--- src/rtl/pipeline_registers_set.sv ---
// rtl/pipeline_registers_set.sv - parameterizable shift-register pipeline with parallel load
module pipeline_registers_set #(
    parameter int BIT_WIDTH        = 32,
    parameter int NUMBER_OF_STAGES = 8
) (
    input  logic                 clk,
    input  logic                 reset,
    input  logic                 set,
    // A zero-stage pipe has no load slices; keep the port one bit wide so the
    // declaration stays legal, it is ignored in that configuration.
    input  logic [((NUMBER_OF_STAGES > 0) ? BIT_WIDTH*NUMBER_OF_STAGES : 1)-1:0] set_data,
    input  logic [BIT_WIDTH-1:0] pipe_in,
    output logic [BIT_WIDTH-1:0] pipe_out
);

    generate
        if (NUMBER_OF_STAGES == 0) begin : g_bypass
            // No registers at all: the pipe degenerates to a wire.
            assign pipe_out = pipe_in;
        end else begin : g_pipe
            // stage[0] takes pipe_in; stage[NUMBER_OF_STAGES-1] drives pipe_out.
            logic [BIT_WIDTH-1:0] stage [NUMBER_OF_STAGES];

            // Stage update: async clear, then parallel load, otherwise shift by one.
            always_ff @(posedge clk or posedge reset) begin
                if (reset) begin
                    for (int k = 0; k < NUMBER_OF_STAGES; k++) begin
                        stage[k] <= '0;
                    end
                end else if (set) begin
                    for (int k = 0; k < NUMBER_OF_STAGES; k++) begin
                        stage[k] <= set_data[k*BIT_WIDTH +: BIT_WIDTH];
                    end
                end else begin
                    stage[0] <= pipe_in;
                    for (int k = 1; k < NUMBER_OF_STAGES; k++) begin
                        stage[k] <= stage[k-1];
                    end
                end
            end

            assign pipe_out = stage[NUMBER_OF_STAGES-1];
        end
    endgenerate

endmodule

--- config.mk ---
export PLATFORM = sky130hd
export DESIGN_NAME = pipeline_registers_set
export DESIGN_NICKNAME = d
export VERILOG_FILES = /design/src/rtl/pipeline_registers_set.sv
export SDC_FILE = /design/constraint.sdc
export NUM_CORES = 1
export LEC_CHECK = 0
export CORE_MARGIN = 3
export CORE_UTILIZATION = 46
export CTS_BUF_LIST = sky130_fd_sc_hd__clkbuf_4 sky130_fd_sc_hd__clkbuf_8 sky130_fd_sc_hd__clkbuf_16
export DETAILED_ROUTE_END_ITERATION = 10
export PLACE_DENSITY = 0.8
export SYNTH_ARGS = -nofsm -noshare
export SYNTH_HDL_FRONTEND = slang
export SYNTH_SLANG_ARGS = --single-unit
--- constraint.sdc ---
create_clock -name clk -period 10.9 [get_ports clk]
set_input_delay 1.09 -clock clk [delete_from_list [all_inputs] [get_ports clk]]
set_output_delay 1.09 -clock clk [all_outputs]
set_load 0.005 [all_outputs]
==> flow_summary_export.csv <==
group,metric,value,unit
clocking,clkSinkCount,256,
synth,ys_ff_latch,256,
timing,grt_setup_unrepaired,"false",
synth,synth_area_per_cell,17.17,um2
floorplanning,std_cell_rows,52,
timing,min_period,2.779,ns
placed_design,place_congestion,0.7800,
drt,wl,22.11,mm
synth,yosysUniqueCellTypes,6,
timing,setup_viol,0,
finish,final_common_cell,"clkdlybuf4s50_1",
synth,yosys_warnings,0,
timing,period_share,25.49,%
pwr,powerDensity,161.2,nW/um2
drt,vias_per_cell,4.729,
critical_path,r2r_end,"g_pipe.stage[125]",
clocking,postCtsSetupRepairBufs,0,
timing,fin_hold_ws,0.4739,ns
synth,syn_inst,573,
placed_design,dpl_cell_area,12900,um2
outcome,status,"completed",
pwr,leakage,5.716,nW
global_route,first_global_vias,6166,
critical_path,critPathMaxFanout,119,
floorplanning,start_util,47.70,%
finish,area_delta_synth_final,39.91,%
pwr,intPower,1.764,mW
critical_path,crit_end,"g_pipe.stage[95]",
critical_path,rrSetupSlack,10.10,ns
pwr,switchingPower,0.4544,mW
clocking,clk_pin_slew,0.06,ns
critical_path,cp_data_required_time,11.28,ns
synth,syn_nets,864,
timing,tightest_slew,1.063,ns
floorplanning,die_w,152.2,um
timing,fin_tns_setup,0,ns
global_route,grt_max_degree,120,
clocking,numCtsBuffers,27,
drt,postRouteAntennaNets,0,
floorplanning,placeableCoreArea,20620,um2
pwr,p_seq_share,48.0,%
critical_path,critPathKind,"primary input to flip-flop",
clocking,clk_latency,0.51,ns
clocking,cts_resized,0,
placed_design,dp_hpwl,15.28,mm
clocking,tritoncts,"done",
floorplanning,num_io_pins,323,
global_route,grt_pass1_wl,34.88,mm
global_route,antenna_found_initial,3,
placed_design,io_buffer_count,322,
floorplanning,die_area,23180,um2
floorplanning,die_h,152.2,um
min_path,min_path_type,"flip-flop to flip-flop",
timing,slew_viol_final,0,
min_path,hold_depth,1,
clocking,cts_root_buffer,"clkbuf_16",
drt,drc,0,
run,maxCapViolations,0,
global_route,grtUsageTotal,18.93,%
critical_path,reg2reg_from,"g_pipe.stage[157]",
timing,slew_headroom,29.15,%
global_route,grt_remaining_overflow,0,
finish,mostFrequentLayoutCells,"clkdlybuf4s50_1 (321), mux2_2 (256), dfrtp_1 (256), clkbuf_16 (27), clkinv_2 (8)",
clocking,h-tree-depth,1,
drt,dr.pass1.iters,3,
synth,synth_area,9838,um2
timing,fmax,0.3599,GHz
drt,wl_per_cell,19.11,um
drt,vias,5471,
critical_path,startpoint_type,"primary input",
timing,skew,0.009432,ns
pwr,p_comb_share,12.2,%
critical_path,arrival,3.16,ns
finish,final_area,13760,um2
clocking,cts_hold_buf,0,
critical_path,end_kind,"flip-flop",
pwr,switching_share,20.48,%
finish,final_nets,1159,
finish,final_layout_size_suffix_gt1_share,34.73,%
critical_path,crit_path_start,"set",
drt,drt_iter0_drc,151,
pwr,vdd_drop_max,0.1234,mV
timing,finalHoldViolations,0,
pwr,clkPwrFrac,39.8,%
critical_path,ff2ff_path_depth,1,
clocking,clock_path_buffers,3,
synth,yosysSeqAreaShare,65.12,%
-- routing by layer --
layer | vias up | GRT usage, % | routed length, um
met5 | - | 0 | 0
met4 | 0 | 6.207 | 607
met1 | 2714 | 23.30 | 8489
met2 | 174 | 33.76 | 11900
li1 | 2543 | - | -
met3 | 40 | 3.550 | 1105
-- cell usage after synthesis --
cell type | n | area share, %
buf_6 | 26 | 3.0
dfrtp_1 | 256 | 65
buf_2 | 1 | 0.051
buf_4 | 33 | 2.5
mux2_2 | 256 | 29
inv_1 | 1 | 0.038
-- final cells by class --
type                            count  area [um2]
Fill cell                        1423        6860
Sequential cell                   256        6406
Timing Repair Buffer              326        3258
Multi-Input combinational cell    256        2883
Clock buffer                       35       760.7
Tap cell                          270       337.8
Clock inverter                     10       100.1
Inverter                            1       11.26
Antenna cell                        3       7.507
-- worst min-delay path by stage --
stage	slack, ns	startpoint	to
after global routing	0.48	g_pipe.stage[147]	g_pipe.stage[115]
after CTS	0.48	g_pipe.stage[147]	g_pipe.stage[115]
after global placement	0.46	g_pipe.stage[48]	pipe_out[16]
after floorplan	0.46	g_pipe.stage[32]	pipe_out[0]
after detailed placement	0.46	g_pipe.stage[147]	g_pipe.stage[115]
final	0.47	g_pipe.stage[177]	g_pipe.stage[145]
-- power groups by stage --
stage	sequential (mW)	clock [mW]	combinational, mW
6_report	1.07	0.883	0.271
5_1_grt	1.07	0.941	0.295
4_1_cts	1.07	0.903	0.276
3_5_place_dp	1.08	0	0.271
3_3_place_gp	1.08	0	0.266
2_1_floorplan	1.07	0	0.150
-- logic make-up (layout without fill, tap and decap cells) --
logic type | Yosys count | count (layout) | share of synthesized area, %
mux | 256 | 256 | 29.30
other cells | 0 | 3 | 0
buf+inv | 61 | 372 | 5.583
flops | 256 | 256 | 65.12
-- state kept, by name, indices dropped and copies added (netlist names) --
signal        cells
pipe_out         32
g_pipe.stage    224
-- worst max-delay path: stages --
cell and delay [ns]:
buf_8 0.62, buf_4 0.86, mux2_2 0.43
-- per-stage QoR --
step,power [mW],setup WS (ns),utilization [%],cells
floorplan,1.222,2.768,-,573
global placement,1.346,7.678,62.53,1109
detailed placement,1.354,7.657,62.53,1109
CTS,2.245,8.178,66.70,1154
global route,2.311,7.965,66.74,1157
finish,2.219,8.121,66.74,1157
Power figures use the tool's default switching activity.
